<file path="src/rtl/lsu_rmw_pkg.sv">
// Shared constants, state type and lane helper for the load/store unit.
package lsu_pkg;

  localparam logic [2:0] F3_B  = 3'b000;
  localparam logic [2:0] F3_H  = 3'b001;
  localparam logic [2:0] F3_W  = 3'b010;
  localparam logic [2:0] F3_BU = 3'b100;
  localparam logic [2:0] F3_HU = 3'b101;

  localparam logic [4:0] RMEM_WORD = 5'b01111;
  localparam logic [3:0] WMEM_WORD = 4'b1111;

  typedef enum logic [2:0] {
    IDLE,
    LOAD,
    RMW_RD,
    RMW_WR,
    RESP,
    ERR
  } lsu_state_t;

  // Expand a 4-bit byte-lane mask into a 32-bit bit mask.
  function automatic logic [31:0] lane_mask32(input logic [3:0] m);
    logic [31:0] r;
    r = '0;
    for (int unsigned i = 0; i < 4; i++) begin
      r[8*i +: 8] = {8{m[i]}};
    end
    return r;
  endfunction

endpackage

</file>
<file path="src/rtl/lsu_rmw_if.sv">
// Request/response and memory-side signals of the load/store unit.
interface lsu_rmw_if
  import lsu_pkg::*;
#(
  parameter int unsigned ADDR_W = 32,
  parameter int unsigned MEM_AW = 32
) ();

  logic              req_valid;
  logic              req_ready;
  logic              req_we;
  logic [2:0]        req_funct3;
  logic [ADDR_W-1:0] req_addr;
  logic [31:0]       req_wdata;
  logic [MEM_AW-1:0] mem_addr;
  logic [4:0]        rmem;
  logic [3:0]        wmem;
  logic [31:0]       store_data;
  logic [31:0]       load_data;
  logic              rsp_valid;
  logic [31:0]       rsp_rdata;
  logic              rsp_err;

  // Execute stage plus memory: drives requests and read data.
  modport master (
    output req_valid, req_we, req_funct3, req_addr, req_wdata, load_data,
    input  req_ready, mem_addr, rmem, wmem, store_data, rsp_valid, rsp_rdata, rsp_err
  );

  // The load/store unit itself.
  modport slave (
    input  req_valid, req_we, req_funct3, req_addr, req_wdata, load_data,
    output req_ready, mem_addr, rmem, wmem, store_data, rsp_valid, rsp_rdata, rsp_err
  );

endinterface

</file>
<file path="src/rtl/lsu_rmw_lane_decode.sv">
// Byte-lane decode: lane mask, sign-extend flag and alignment/funct3 error.
module lsu_lane_decode
  import lsu_pkg::*;
(
  input  logic [2:0] funct3,
  input  logic [1:0] addr_lo,
  output logic [3:0] mask,
  output logic       sign,
  output logic       err
);

  always_comb begin
    mask = '0;
    err  = 1'b0;
    case (funct3)
      F3_B, F3_BU: mask = 4'b0001 << addr_lo;
      F3_H, F3_HU: begin
        err  = addr_lo[0];
        mask = addr_lo[1] ? 4'b1100 : 4'b0011;
      end
      F3_W: begin
        err  = (addr_lo != 2'b00);
        mask = 4'b1111;
      end
      default: err = 1'b1;
    endcase
    if (err) mask = '0;
    sign = (funct3 == F3_B) || (funct3 == F3_H);
  end

endmodule

</file>
<file path="src/rtl/lsu_rmw.sv">
// Load/store unit; sub-word stores become read-modify-write with a full-word write.
module lsu_rmw
  import lsu_pkg::*;
#(
  parameter int unsigned ADDR_W = 32,
  parameter int unsigned MEM_AW = 32
) (
  input  logic     clk,
  input  logic     rst,
  lsu_rmw_if.slave bus
);

  lsu_state_t        state_q, state_d;
  logic [2:0]        funct3_q, funct3_d;
  logic [MEM_AW-1:0] widx_q, widx_d;
  logic [31:0]       wdata_q, wdata_d;
  logic [31:0]       old_q, old_d;
  logic [31:0]       rdata_q, rdata_d;
  logic [3:0]        mask_q, mask_d;
  logic              sign_q, sign_d;

  logic [ADDR_W-1:0] req_addr;
  logic [3:0]        dec_mask;
  logic              dec_sign, dec_err, req_err;
  logic [31:0]       lane_bits, wrep, merged;

  assign req_addr = bus.req_addr;

  lsu_lane_decode u_dec (
    .funct3 (bus.req_funct3),
    .addr_lo(req_addr[1:0]),
    .mask   (dec_mask),
    .sign   (dec_sign),
    .err    (dec_err)
  );

  // Unsigned sub-word codes have no store counterpart.
  assign req_err = dec_err | (bus.req_we & bus.req_funct3[2]);

  // Replicating the store value across lanes lets the lane mask alone place it.
  always_comb begin
    lane_bits = lane_mask32(mask_q);
    case (funct3_q)
      F3_W:    wrep = wdata_q;
      F3_H:    wrep = {2{wdata_q[15:0]}};
      default: wrep = {4{wdata_q[7:0]}};
    endcase
    merged = (old_q & ~lane_bits) | (wrep & lane_bits);
  end

  always_comb begin
    state_d  = state_q;
    funct3_d = funct3_q;
    widx_d   = widx_q;
    wdata_d  = wdata_q;
    old_d    = old_q;
    rdata_d  = rdata_q;
    mask_d   = mask_q;
    sign_d   = sign_q;
    case (state_q)
      IDLE: begin
        if (bus.req_valid) begin
          funct3_d = bus.req_funct3;
          widx_d   = MEM_AW'(req_addr >> 2);
          wdata_d  = bus.req_wdata;
          mask_d   = dec_mask;
          sign_d   = dec_sign;
          rdata_d  = '0;
          // Load/store direction is carried by the state, so we is not kept.
          if (req_err)                   state_d = ERR;
          else if (!bus.req_we)          state_d = LOAD;
          else if (bus.req_funct3 == F3_W) state_d = RMW_WR;
          else                           state_d = RMW_RD;
        end
      end
      LOAD: begin
        rdata_d = bus.load_data;
        state_d = RESP;
      end
      RMW_RD: begin
        old_d   = bus.load_data;
        state_d = RMW_WR;
      end
      RMW_WR:    state_d = RESP;
      RESP, ERR: state_d = IDLE;
      default:   state_d = IDLE;
    endcase
  end

  always_ff @(posedge clk) begin
    if (rst) begin
      state_q  <= IDLE;
      funct3_q <= '0;
      widx_q   <= '0;
      wdata_q  <= '0;
      old_q    <= '0;
      rdata_q  <= '0;
      mask_q   <= '0;
      sign_q   <= 1'b0;
    end else begin
      state_q  <= state_d;
      funct3_q <= funct3_d;
      widx_q   <= widx_d;
      wdata_q  <= wdata_d;
      old_q    <= old_d;
      rdata_q  <= rdata_d;
      mask_q   <= mask_d;
      sign_q   <= sign_d;
    end
  end

  always_comb begin
    bus.rmem       = '0;
    bus.wmem       = '0;
    bus.store_data = '0;
    case (state_q)
      LOAD:   bus.rmem = {sign_q, mask_q};
      RMW_RD: bus.rmem = RMEM_WORD;
      RMW_WR: begin
        bus.wmem       = WMEM_WORD;
        bus.store_data = merged;
      end
      default: ;
    endcase
  end

  assign bus.req_ready = (state_q == IDLE);
  assign bus.mem_addr  = widx_q;
  assign bus.rsp_valid = (state_q == RESP) || (state_q == ERR);
  assign bus.rsp_err   = (state_q == ERR);
  assign bus.rsp_rdata = rdata_q;

endmodule
</file>
<file path="src/flat_wrapper.sv">
// flat-port wrapper written by rule: the top's interface ports become plain ports
module lsu_rmw_flat import lsu_pkg::*;
#(
  parameter int unsigned ADDR_W = 32,
  parameter int unsigned MEM_AW = 32
)
  (clk, rst, bus_req_valid, bus_req_we, bus_req_funct3, bus_req_addr, bus_req_wdata, bus_load_data, bus_req_ready, bus_mem_addr, bus_rmem, bus_wmem, bus_store_data, bus_rsp_valid, bus_rsp_rdata, bus_rsp_err);
  lsu_rmw_if #(.ADDR_W(ADDR_W), .MEM_AW(MEM_AW)) bus_i ();
  input  logic clk;
  input  logic rst;
  input wire logic [$bits(bus_i.req_valid)-1:0] bus_req_valid;
  input wire logic [$bits(bus_i.req_we)-1:0] bus_req_we;
  input wire logic [$bits(bus_i.req_funct3)-1:0] bus_req_funct3;
  input wire logic [$bits(bus_i.req_addr)-1:0] bus_req_addr;
  input wire logic [$bits(bus_i.req_wdata)-1:0] bus_req_wdata;
  input wire logic [$bits(bus_i.load_data)-1:0] bus_load_data;
  output wire logic [$bits(bus_i.req_ready)-1:0] bus_req_ready;
  output wire logic [$bits(bus_i.mem_addr)-1:0] bus_mem_addr;
  output wire logic [$bits(bus_i.rmem)-1:0] bus_rmem;
  output wire logic [$bits(bus_i.wmem)-1:0] bus_wmem;
  output wire logic [$bits(bus_i.store_data)-1:0] bus_store_data;
  output wire logic [$bits(bus_i.rsp_valid)-1:0] bus_rsp_valid;
  output wire logic [$bits(bus_i.rsp_rdata)-1:0] bus_rsp_rdata;
  output wire logic [$bits(bus_i.rsp_err)-1:0] bus_rsp_err;
  assign bus_i.req_valid = bus_req_valid;
  assign bus_i.req_we = bus_req_we;
  assign bus_i.req_funct3 = bus_req_funct3;
  assign bus_i.req_addr = bus_req_addr;
  assign bus_i.req_wdata = bus_req_wdata;
  assign bus_i.load_data = bus_load_data;
  assign bus_req_ready = bus_i.req_ready;
  assign bus_mem_addr = bus_i.mem_addr;
  assign bus_rmem = bus_i.rmem;
  assign bus_wmem = bus_i.wmem;
  assign bus_store_data = bus_i.store_data;
  assign bus_rsp_valid = bus_i.rsp_valid;
  assign bus_rsp_rdata = bus_i.rsp_rdata;
  assign bus_rsp_err = bus_i.rsp_err;
  lsu_rmw #(.ADDR_W(ADDR_W), .MEM_AW(MEM_AW)) u_core (.clk(clk), .rst(rst), .bus(bus_i));
endmodule
</file>
<file path="config.mk">
export PLATFORM = sky130hd
export DESIGN_NAME = lsu_rmw_flat
export DESIGN_NICKNAME = d
export VERILOG_FILES = /design/src/rtl/lsu_rmw_pkg.sv /design/src/rtl/lsu_rmw_if.sv /design/src/rtl/lsu_rmw_lane_decode.sv /design/src/rtl/lsu_rmw.sv /design/src/flat_wrapper.sv
export SDC_FILE = /design/constraint.sdc
export NUM_CORES = 1
export LEC_CHECK = 0
export CORE_UTILIZATION = 48
export CTS_CLUSTER_SIZE = 10
export DETAILED_ROUTE_END_ITERATION = 8
export PLACE_DENSITY = 0.83
export SLEW_MARGIN = 40
export SYNTH_ARGS = -nofsm -noshare
export SYNTH_HDL_FRONTEND = slang
export SYNTH_SLANG_ARGS = --single-unit
</file>
<file path="constraint.sdc">
create_clock -name clk -period 5.5 [get_ports clk]
set_input_delay 1.375 -clock clk [delete_from_list [all_inputs] [get_ports clk]]
set_output_delay 1.375 -clock clk [all_outputs]
set_load 0.03 [all_outputs]
</file>
======== Word-level counts from Yosys, hierarchy flattened ========
Index checks and enable logic that the tools add are counted.
word-level totals
  bits in registers ....................... 137
  input bits .............................. 103
  word-level logic and storage cells ...... 53
operators by class
  equal/unequal tests ..................... 12
  shifts and indexed selects .............. 1
  multiplexer cells ....................... 15
  bitwise gates (word level) .............. 6
  reduce and logical (&&, ||, !) cells .... 11
operators by type and width
  kind                   count
  $pmux W32 S2           2
  $and A32 B32 Y32       2
  $mux W32               2
  $not A32 Y32           1
  $or A32 B32 Y32        1
  $eq A3 B2 Y1 const B   4
  $eq A3 B3 Y1 const B   4
  $mux W4                3
  $pmux W4 S3            1
  $pmux W5 S2            1
  $eq A3 B1 Y1 const B   3
  $mux W3                3
  $pmux W3 S3            1
  $logic_not A3 Y1       2
  $reduce_or A2 Y1       3
  $reduce_and A2 Y1      2
  $reduce_bool A2 Y1     2
  $shl A1 B2 Y4 const A  1
  $pmux W1 S3            1
  $logic_or A1 B1 Y1     2
  $ne A2 B2 Y1 const B   1
  $and A1 B1 Y1          1
  $mux W1                1
  $or A1 B1 Y1           1

======== Logic depth before layout (Yosys ltp) ========
  word-level depth ........................ 7
  depth in mapped cells ................... 7
  mapped depth without buffers ............ 5

======== Cells and area by module ========
From an unflattened synthesis, not the netlist that was laid out.
unflattened totals
  cell total of the unflattened synthesis .. 779
  area total of the unflattened synthesis .. 5920.7 um^2
by module, submodules not included
  module           instances  cells an instance  area each (um^2)
  lsu_rmw          1          761                5783.0
  lsu_lane_decode  1          18                 137.6

======== Least setup slack after synthesis ========
No wires, ideal clock.
  kind .................................... reg-to-output
  start ................................... register u_core.state_q[2]
  end ..................................... output bus_store_data[30]
  arrival time ............................ 1867 ps
  slack ................................... 2258 ps
  stages on the path, launching flop included .. 8
  path buffers ............................ 2
  cells stage by stage .................... dfxtp_1 buf_6 and2b_1 nand2_1 inv_1 buf_2 o21ai_0 a31oi_1
between the ends
  longest elaborated chain between the ends .. 2
RTL lines
  item                    RTL line            source
  from (decl)             lsu_rmw.sv:13       lsu_state_t state_q, state_d;
  from (signal assigned)  lsu_rmw.sv:101      state_q <= state_d;
  $eq A3 B2 Y1            lsu_rmw.sv:116      case (state_q)
  $mux W32                lsu_rmw.sv:116
  to (decl)               flat_wrapper.sv:21  output wire logic [$bits(bus_i.store_data)-1:0] bus_store_data;
No other way between the ends.

======== Worst setup path in the final report ========
  start ................................... register u_core.state_q[1]
  end ..................................... output bus_store_data[31]
The elaborated chain is that of the path after synthesis.

==> reports/summary.log <==
qor: worst_setup_path.startpoint_type flop
qor: synthesis.synth_common_cells 237 x sky130_fd_sc_hd__nand2_1, 140 x sky130_fd_sc_hd__a21oi_1, 137 x sky130_fd_sc_hd__dfxtp_1
qor: timing.report.final.slew_viol_count 0
qor: clocking.post-cts-setup-buffers 0
qor: floorplan.die-height 113 um
qor: finish.final_area 0.00844 sq mm
qor: floorplan.io_pins 211
qor: clocking.htree_num_levels 4
qor: floorplan.core-area 0.0120 sq mm
qor: synthesis.mean_cell_area_of_the_mapped_netlist 7.59 sq um
qor: clocking.post_cts_resize_count 0
qor: synthesis.synth_top_area_share 46.6%
qor: finish.fraction_of_final_layout_cells_with_drive_strength_greater_than_1 4.65%
qor: clocking.clock-sinks 137
qor: route.avgViaCountPerCell 5.54
qor: synthesis.synth.largest_area_cell sky130_fd_sc_hd__dfxtp_1
qor: route.drt-initial-drc-count 560
qor: place.numPortBuffers 208
qor: global_route.initial_antenna_violation_count 0
qor: floorplan.die-width 113 um
qor: hold_path.holdCritPathClass reg -> reg
qor: clocking.path_clk_slew 0.06 ns
qor: global_route.grt_first_pass_wirelength 27.8 mm
qor: synthesis.number_of_distinct_library_cell_variants_in_the_gate_level_netlist_after_synthesis 41
qor: global_route.largest_net_degree_at_the_start_of_global_routing 93
qor: synthesis.ys_dominant_reg_cell sky130_fd_sc_hd__dfxtp_1
qor: route.num_vias 6060
qor: place.place_area 0.00788 sq mm
qor: synthesis.synth_area 0.00588 sq mm
qor: run_status.outcome finished clean
qor: floorplan.floorplan.initialDensity 49.2%
qor: worst_setup_path.worst-endpoint-arrival 3.27 ns
qor: place.hpwl 12.6 mm
qor: pwr.cellPowerDensity 310 mW/mm^2
qor: floorplan.fp.dieArea 0.0127 sq mm
qor: synthesis.synthCells 775
qor: finish.antennaDiodeCount 0
qor: synthesis.async_reset_ff_share 0%
qor: worst_setup_path.worstSetupPathType reg -> out
qor: worst_setup_path.worstPathRequired 4.12 ns
qor: timing.setup_viol 0
qor: timing.tightestPinTransition 0.762 ns
qor: timing.grt_setup_unrepaired false
qor: clocking.clock-root-buffer sky130_fd_sc_hd__clkbuf_16
qor: place.dp_cells 1062
qor: worst_setup_path.timing.critical_path.to_type output port
qor: synthesis.synth_edf_count 0
qor: floorplan.rows 40
qor: clocking.cts-root-to-sink-buffers 2
qor: route.drc_errors_left 0
qor: clocking.clkLatencyLatePin 0.41 ns
qor: finish.finished_layout_cells 1093
qor: route.1st_pass_router_iterations 5
qor: timing.fmaxAchievable 215 MHz
qor: finish.syn_to_final_growth 43.5%
qor: run.max_cap_viols 0
qor: place.gpl.final_weighted_congestion 1.02
qor: clocking.cts.hold.buffers_added 0
qor: finish.nNetsFinal 1037
qor: timing.max-slew-margin-rel 49.1%
qor: pwr.peakVddDrop 0.000219 V
qor: timing.timing.final.crit_period 4.65 ns
qor: global_route.track_usage 28.1%
qor: global_route.grt_pass1_vias 5470
qor: synthesis.synth_warnings 0
qor: clocking.number_of_buffers_created_by_cts 17
qor: clocking.cts_tree yes
qor: timing.hold_violations 0
qor: timing.finalSetupTns 0 ns
qor: route.drt.antenna.violating_nets 0
qor: route.wirelength 18.1 mm
qor: timing.skew_final 0.00374 ns
qor: synthesis.synth-seq-cells 137
qor: synthesis.synth.most_common_cell sky130_fd_sc_hd__nand2_1
qor: global_route.grt_overflow 0
qor: route.detail_route.wl_per_cell 16.5 um
qor: synthesis.yosysSeqAreaShare 46.6%
qor: synthesis.netlist_top_cells_area sky130_fd_sc_hd__dfxtp_1 47%, sky130_fd_sc_hd__nand2_1 15%, sky130_fd_sc_hd__a21oi_1 12%
qor: pwr.static-leakage-power 2.92 nW
qor: worst_setup_path.worstPathMaxFanout 28
qor: timing.finalCritPeriodShare 84.5%
==> final cells by class <==
cell class | instances | area (sq um)
clock buffers | 24 | 492
repair buffers | 215 | 2170
multi-input cells | 557 | 2760
inverters | 6 | 22.5
flip-flops and latches | 137 | 2740
fillers | 992 | 3520
well taps | 147 | 184
clock inverters | 7 | 67.6
==> worst max-delay path, cell delays in order, from the launching register on <==
cell	delay, ns
sky130_fd_sc_hd__dfxtp_1	0.63
sky130_fd_sc_hd__nand2_1	0.34
sky130_fd_sc_hd__inv_1	0.65
sky130_fd_sc_hd__o21ai_0	0.28
sky130_fd_sc_hd__a31oi_1	0.24
sky130_fd_sc_hd__clkdlybuf4s50_1	0.71
==> power breakdown <==
group / internal [mW] / switching (mW) / leakage [nW]
Combinational: 0.188 / 0.250 / 1.53
Sequential: 1.05 / 0.0529 / 1.12
Clock: 0.665 / 0.407 / 0.268
Total: 1.90 / 0.709 / 2.92
==> through the flow <==
stage / setup WS, ns / utilization [%] / hold slack, ns / power [mW]
2_1_floorplan: 2.26 / - / 0.427 / 1.36
3_3_place_gp: 1.59 / 65.4 / 0.440 / 1.54
3_5_place_dp: 1.43 / 65.9 / 0.445 / 1.56
4_1_cts: 0.973 / 70.5 / 0.452 / 2.62
5_1_grt: 0.731 / 70.5 / 0.470 / 2.71
6_report: 0.853 / 70.5 / 0.450 / 2.61
==> logic make-up after synthesis <==
logic type	Yosys count	synth area share (%)
other	1	0.0638
DFF	137	46.6
muxes	16	2.72
AOI/OAI and AO/OA	210	19.4
and+or+nand+nor	327	24.3
buffers and inverters	82	6.55
xor gates and xnor gates	2	0.298
==> layout by cell type, fill, tap and decap left out, drive strengths merged, types with 11 or more instances in the layout <==
cell type        n
nand2          237
clkdlybuf4s50  207
a21oi          140
dfxtp          137
nand3           44
o21ai           38
clkbuf          24
a31oi           18
mux2i           16
nor2b           12
nor2            11
==> path summary, 6_finish.rpt <==
check,startpoint,to,slack (ns),depth (start not counted)
worst max-delay path,u_core.state_q[1],bus_store_data[31],0.85,5
worst min-delay path,u_core.bus.mem_addr[18],u_core.bus.mem_addr[18],0.45,2
worst max register to register,u_core.state_q[2],u_core.sign_q,3.33,5
worst min register to register,u_core.bus.mem_addr[18],u_core.bus.mem_addr[18],0.45,2
==> sequential cells by signal, indices dropped and copies added (netlist names) <==
name,count
u_core.bus.mem_addr,30
u_core.bus.rsp_rdata,32
u_core.funct3_q,3
u_core.mask_q,4
u_core.old_q,32
u_core.sign_q,1
u_core.state_q,3
u_core.wdata_q,32
==> per-layer routing <==
layer / global-route usage, % / share of wire (%) / routed length [um] / vias up
met4: 12.4 / 2.9 / 517 / 0
met3: 9.02 / 9.1 / 1640 / 45
met5: 0 / 0 / 0 / -
met1: 33.6 / 40 / 7260 / 2799
li1: - / - / - / 2935
met2: 46.3 / 48 / 8630 / 281
No activity file was read; power rests on OpenSTA's default activity.
